===== src/rtl/multi_cycle_control_pkg.sv =====
// rtl/multi_cycle_control_pkg.sv - opcode, state and mux encodings shared by the multi-cycle controller
package multi_cycle_control_pkg;

  // RV32I major opcodes recognised by the sequencer
  localparam logic [6:0] OP_ARITHMETIC     = 7'b0110011;
  localparam logic [6:0] OP_ARITHMETIC_IMM = 7'b0010011;
  localparam logic [6:0] OP_LOAD           = 7'b0000011;
  localparam logic [6:0] OP_STORE          = 7'b0100011;
  localparam logic [6:0] OP_BRANCH         = 7'b1100011;
  localparam logic [6:0] OP_JAL            = 7'b1101111;
  localparam logic [6:0] OP_JALR           = 7'b1100111;
  localparam logic [6:0] OP_ECALL          = 7'b1110011;

  // Sequencer states; encoding is shared with datapath debug views
  typedef enum logic [2:0] {
    ST_IF  = 3'd0,
    ST_ID  = 3'd1,
    ST_EX  = 3'd2,
    ST_MEM = 3'd3,
    ST_WB  = 3'd4
  } state_t;

  // ALU operand B select
  localparam logic [1:0] ALU_B_REG  = 2'b00;
  localparam logic [1:0] ALU_B_FOUR = 2'b01;
  localparam logic [1:0] ALU_B_IMM  = 2'b10;

  // ALU operation class
  localparam logic [1:0] ALU_OP_ADD    = 2'b00;
  localparam logic [1:0] ALU_OP_BRANCH = 2'b01;
  localparam logic [1:0] ALU_OP_FUNCT  = 2'b10;

  // One cycle's worth of datapath and memory control
  typedef struct packed {
    logic       pc_write;
    logic       pc_source;
    logic       i_or_d;
    logic       mem_read;
    logic       mem_write;
    logic       ir_write;
    logic       alu_src_a;
    logic [1:0] alu_src_b;
    logic [1:0] alu_op;
    logic       reg_write;
    logic       mem_to_reg;
    logic       pc_to_reg;
    logic       is_ecall;
    logic       instr_done;
  } ctrl_t;

  // Control word with only the ALU operand/operation fields set
  function automatic ctrl_t alu_setup(input logic src_a, input logic [1:0] src_b,
                                      input logic [1:0] op);
    ctrl_t c;
    c           = '0;
    c.alu_src_a = src_a;
    c.alu_src_b = src_b;
    c.alu_op    = op;
    return c;
  endfunction

  // Final step of an instruction: PC <- PC+4 (or ALUOut) and retire
  function automatic ctrl_t retire_setup(input logic from_aluout);
    ctrl_t c;
    c            = alu_setup(1'b0, ALU_B_FOUR, ALU_OP_ADD);
    c.pc_write   = 1'b1;
    c.pc_source  = from_aluout;
    c.instr_done = 1'b1;
    return c;
  endfunction

endpackage


===== src/rtl/multi_cycle_control.sv =====
// rtl/multi_cycle_control.sv - IF/ID/EX/MEM/WB sequencer for the multi-cycle RV32I core
module multi_cycle_control
  import multi_cycle_control_pkg::*;
(
  input  logic       clk,
  input  logic       reset,
  input  logic [6:0] opcode,
  input  logic       bcond,
  input  logic       mem_ready,
  output logic       pc_write,
  output logic       pc_source,
  output logic       i_or_d,
  output logic       mem_read,
  output logic       mem_write,
  output logic       ir_write,
  output logic       alu_src_a,
  output logic [1:0] alu_src_b,
  output logic [1:0] alu_op,
  output logic       reg_write,
  output logic       mem_to_reg,
  output logic       pc_to_reg,
  output logic       is_ecall,
  output logic       instr_done
);

  state_t state;
  state_t next_state;
  ctrl_t  ctrl;

  // State register; reset always returns to fetch, even mid memory wait
  always_ff @(posedge clk) begin
    if (reset) begin
      state <= ST_IF;
    end else begin
      state <= next_state;
    end
  end

  // Per-state control word and next state; opcode is read live, never copied
  always_comb begin
    ctrl       = '0;
    next_state = ST_IF;
    unique case (state)
      ST_IF: begin
        ctrl.i_or_d   = 1'b0;
        ctrl.mem_read = 1'b1;
        ctrl.ir_write = mem_ready;
        next_state    = mem_ready ? ST_ID : ST_IF;
      end
      ST_ID: begin
        if (opcode == OP_ECALL) begin
          ctrl          = retire_setup(1'b0);
          ctrl.is_ecall = 1'b1;
          next_state    = ST_IF;
        end else begin
          // Speculative PC+imm into ALUOut for branches and JAL
          ctrl       = alu_setup(1'b0, ALU_B_IMM, ALU_OP_ADD);
          next_state = ST_EX;
        end
      end
      ST_EX: begin
        case (opcode)
          OP_ARITHMETIC: begin
            ctrl       = alu_setup(1'b1, ALU_B_REG, ALU_OP_FUNCT);
            next_state = ST_WB;
          end
          OP_ARITHMETIC_IMM: begin
            ctrl       = alu_setup(1'b1, ALU_B_IMM, ALU_OP_FUNCT);
            next_state = ST_WB;
          end
          OP_LOAD, OP_STORE: begin
            ctrl       = alu_setup(1'b1, ALU_B_IMM, ALU_OP_ADD);
            next_state = ST_MEM;
          end
          OP_BRANCH: begin
            ctrl = alu_setup(1'b1, ALU_B_REG, ALU_OP_BRANCH);
            if (bcond) begin
              // Taken: target already sits in ALUOut from ID
              ctrl.pc_write   = 1'b1;
              ctrl.pc_source  = 1'b1;
              ctrl.instr_done = 1'b1;
              next_state      = ST_IF;
            end else begin
              next_state = ST_WB;
            end
          end
          OP_JAL: begin
            // Link PC+4 and jump to ALUOut in the same cycle
            ctrl           = retire_setup(1'b1);
            ctrl.reg_write = 1'b1;
            ctrl.pc_to_reg = 1'b1;
            next_state     = ST_IF;
          end
          OP_JALR: begin
            ctrl       = alu_setup(1'b1, ALU_B_IMM, ALU_OP_ADD);
            next_state = ST_WB;
          end
          default: begin
            // Unrecognised opcode retires as a NOP through WB
            next_state = ST_WB;
          end
        endcase
      end
      ST_MEM: begin
        if (opcode == OP_STORE) begin
          if (mem_ready) begin
            ctrl = retire_setup(1'b0);
          end
          ctrl.i_or_d    = 1'b1;
          ctrl.mem_write = 1'b1;
          next_state     = mem_ready ? ST_IF : ST_MEM;
        end else begin
          ctrl.i_or_d   = 1'b1;
          ctrl.mem_read = 1'b1;
          next_state    = mem_ready ? ST_WB : ST_MEM;
        end
      end
      ST_WB: begin
        ctrl = retire_setup(opcode == OP_JALR);
        ctrl.reg_write  = (opcode == OP_ARITHMETIC) || (opcode == OP_ARITHMETIC_IMM) ||
                          (opcode == OP_LOAD) || (opcode == OP_JALR);
        ctrl.mem_to_reg = (opcode == OP_LOAD);
        ctrl.pc_to_reg  = (opcode == OP_JALR);
        next_state      = ST_IF;
      end
      default: begin
        next_state = ST_IF;
      end
    endcase
    if (reset) begin
      ctrl = '0;
    end
  end

  assign pc_write   = ctrl.pc_write;
  assign pc_source  = ctrl.pc_source;
  assign i_or_d     = ctrl.i_or_d;
  assign mem_read   = ctrl.mem_read;
  assign mem_write  = ctrl.mem_write;
  assign ir_write   = ctrl.ir_write;
  assign alu_src_a  = ctrl.alu_src_a;
  assign alu_src_b  = ctrl.alu_src_b;
  assign alu_op     = ctrl.alu_op;
  assign reg_write  = ctrl.reg_write;
  assign mem_to_reg = ctrl.mem_to_reg;
  assign pc_to_reg  = ctrl.pc_to_reg;
  assign is_ecall   = ctrl.is_ecall;
  assign instr_done = ctrl.instr_done;

endmodule


===== config.mk =====
export PLATFORM = sky130hd
export DESIGN_NAME = multi_cycle_control
export DESIGN_NICKNAME = d
export VERILOG_FILES = /design/src/rtl/multi_cycle_control_pkg.sv /design/src/rtl/multi_cycle_control.sv
export SDC_FILE = /design/constraint.sdc
export NUM_CORES = 1
export LEC_CHECK = 0
export BUFFER_PORTS_ARGS = -buffer_cell sky130_fd_sc_hd__buf_2
export CORE_MARGIN = 1.5
export CORE_UTILIZATION = 30
export CTS_CLUSTER_DIAMETER = 50
export DETAILED_ROUTE_END_ITERATION = 6
export PLACE_DENSITY_LB_ADDON = 0.1
export SETUP_SLACK_MARGIN = 0.1
export SYNTH_ARGS = -nofsm -noshare
export SYNTH_HDL_FRONTEND = slang
export SYNTH_SLANG_ARGS = --single-unit

===== constraint.sdc =====
create_clock -name clk -period 3.3 [get_ports clk]
set_input_delay 0.495 -clock clk [delete_from_list [all_inputs] [get_ports clk]]
set_output_delay 0.495 -clock clk [all_outputs]
set_load 0.02 [all_outputs]

==> impl_metrics.py <==
metrics = {
    "status": {
        "status": "finished, final reports clean",
    },
    "placed_design": {
        "portBuffers": 26,
        "gp_congestion": 0.7628,
        "placed_area_sq_um": 623.1,
        "dpl.hpwl_mm": 1.185,
    },
    "final_layout": {
        "final_cell_mix": "buf_2, nor2_1, nor3_1, nand2_1, o21ai_0",
        "finalInstanceArea_sq_um": 649.4,
        "finalNetCount": 115,
        "reg_top3": "state (3)",
        "layout-drive-gt1-share_pct": 31.07,
        "largest_reg_flops": 3,
        "diodes": 0,
        "mostFrequentLayoutCell": "buf_2",
        "regMostFlops": "state",
        "area_growth_pct": 28.15,
    },
    "grt": {
        "grt_overflow_total": 0,
        "grt_use_total_pct": 16.53,
        "grt_max_degree": 12,
        "grt_pass1_vias": 585,
        "antenna_found_initial": 0,
        "grt_pass1_wl_mm": 2.525,
    },
    "timing": {
        "max_freq_mhz": 394.2,
        "finalCritPeriodShare_pct": 76.86,
        "setup_violations": 0,
        "rsz0062_at_grt": "no",
        "finalClockSkew_ns": 0.002703,
        "period_minus_slack_ns": 2.536,
        "finalHoldViolations": 0,
        "final.setup.tns_ns": 0,
        "tightest_slew_ns": 0.5022,
        "slew_headroom_pct": 66.26,
        "slew_violations": 0,
    },
    "clock_network": {
        "clk_pin_slew_ns": 0.03,
        "cts_resized": 0,
        "cts_setup_buffers": 0,
        "cts_root_buffer": "clkbuf_4",
        "tritoncts": "yes",
        "numCtsBuffers": 3,
        "holdBufCountCts": 0,
        "cts.sinks": 3,
        "max-clock-path-buffers": 2,
        "ctsHtreeMaxLevel": 1,
        "clk_latency_ns": 0.23,
    },
    "drt": {
        "avgViaCountPerCell": 5.655,
        "ant_nets": 0,
        "drc": 0,
        "dr.pass1.iters": 4,
        "drtIter0Drc": 8,
        "via_count": 673,
        "post_drt_wl_per_cell_um": 12.30,
        "finalWirelength_mm": 1.464,
    },
    "critical_path": {
        "cp_common_cell": "buf_2",
        "worstPathRequired_ns": 2.80,
        "crit_family": "simple AND/OR/NAND/NOR gates",
        "crit_path_start_kind": "primary input",
        "crit_type": "in2out",
        "worstSetupEndpointType": "output pin",
        "critPathSlowestCell": "or3_4",
        "worstPathArrival_ns": 2.04,
        "crit_chain": "buf_2 > nand4bb_1 > or3_4 > o31a_1 > a21oi_1 > buf_2",
        "crit_path_max_fanout": 8,
        "worst-path-buf-inv": 2,
        "slowest_delay_ns": 0.44,
    },
    "die": {
        "die_w_um": 44.10,
        "initial_core_util_pct": 32.87,
        "die_h_um": 44.10,
        "rows": 14,
        "core_sq_um": 1541,
        "die_area_sq_um": 1945,
        "ios": 27,
    },
    "power": {
        "vdd_ir_drop_max_mv": 0.1630,
        "p_leak_nw": 0.2996,
        "power_density_nw_per_um2": 230.0,
        "total_power_w": 0.0001494,
    },
    "logic_synthesis": {
        "ys_warn_count": 0,
        "synth_seq_cells": 3,
        "synth_cells": 80,
        "ys_types": 30,
        "synth_nets": 91,
        "synth.yosys.seq_area_share_pct": 11.85,
        "syn_avg_cell_area_sq_um": 6.334,
        "syn_area_sq_um": 506.7,
    },
    "min_path": {
        "hp-class": "in2reg",
    },
    "flow_run": {
        "drv_cap": 0,
    },
}
[tightest hold or removal path, cell delays in order]
cell and delay, ns:
buf_2 0.11, nand3b_1 0.07, o21ai_0 0.07
[logic make-up after synthesis]
family,after synthesis,share of synthesized area [%]
flops,3,11.85
simple gates,47,52.84
compound gates,20,25.19
buf+inv,9,8.148
mux,1,1.975
[metrics by stage]
step           utilization (%)  setup WS (ns)  hold slack, ns  std cells
3_5_place_dp             40.42         0.7799          0.6339        115
6_report                 42.13         0.7635          0.5741        119
2_1_floorplan                -         0.7887          0.6035         80
3_3_place_gp             40.42         0.8002          0.6308        115
4_1_cts                  42.13         0.7837          0.5708        119
5_1_grt                  42.13         0.6558          0.5931        119
[layer usage]
layer	track usage, %	vias to the layer above	part of all wire [%]
li1	-	348	-
met1	24.08	315	51
met2	25.59	10	46
met3	1.224	0	2.5
met4	5.455	0	0
met5	0	-	0
[cells in the mapped netlist, drive strengths merged]
master / count / area share (%)
nor2: 10 / 7.4
nand2: 7 / 5.2
nor3: 7 / 6.9
o21ai: 7 / 6.9
a21oi: 5 / 4.9
and3: 4 / 4.9
buf: 4 / 4.4
nor2b: 4 / 4.9
clkbuf: 3 / 2.2
dfxtp: 3 / 12
nor3b: 3 / 4.4
nor4: 3 / 3.7
inv: 2 / 1.5
nand2b: 2 / 2.5
o31a: 2 / 3.5
a211oi: 1 / 1.5
a21boi: 1 / 1.5
a32o: 1 / 2.0
a32oi: 1 / 1.7
and4b: 1 / 2.0
and4bb: 1 / 2.5
mux2i: 1 / 2.0
nand3b: 1 / 1.5
nand4: 1 / 1.2
nand4bb: 1 / 2.2
o2111ai: 1 / 1.7
o21a: 1 / 1.5
or2: 1 / 1.2
or3: 1 / 2.2
[final cells by class]
cell class                 instances  area (sq um)
timing repair buffer              26         130.1
sequential                         3         60.06
fill                             187         892.1
clock buffer                       4         26.28
inverter                           2         7.507
multi-input combinational         68         405.4
tap                               16         20.02
[path summary, 6_finish.rpt]
path	start	end	slack (ns)	cells past startpoint
min reg2reg	state[1]	state[0]	0.64	2
max reg2reg	state[1]	state[2]	1.93	4
max	opcode[3]	pc_write	0.76	6
min	mem_ready	state[0]	0.57	3
[report_power, final]
part           internal (W)   total, W  switching, W
Clock             0.0000452  0.0000626     0.0000174
Sequential        0.0000385  0.0000435    0.00000497
Combinational     0.0000170  0.0000434     0.0000263
Total              0.000101   0.000149     0.0000487
Note: power is estimated with default switching activity, not from simulation.
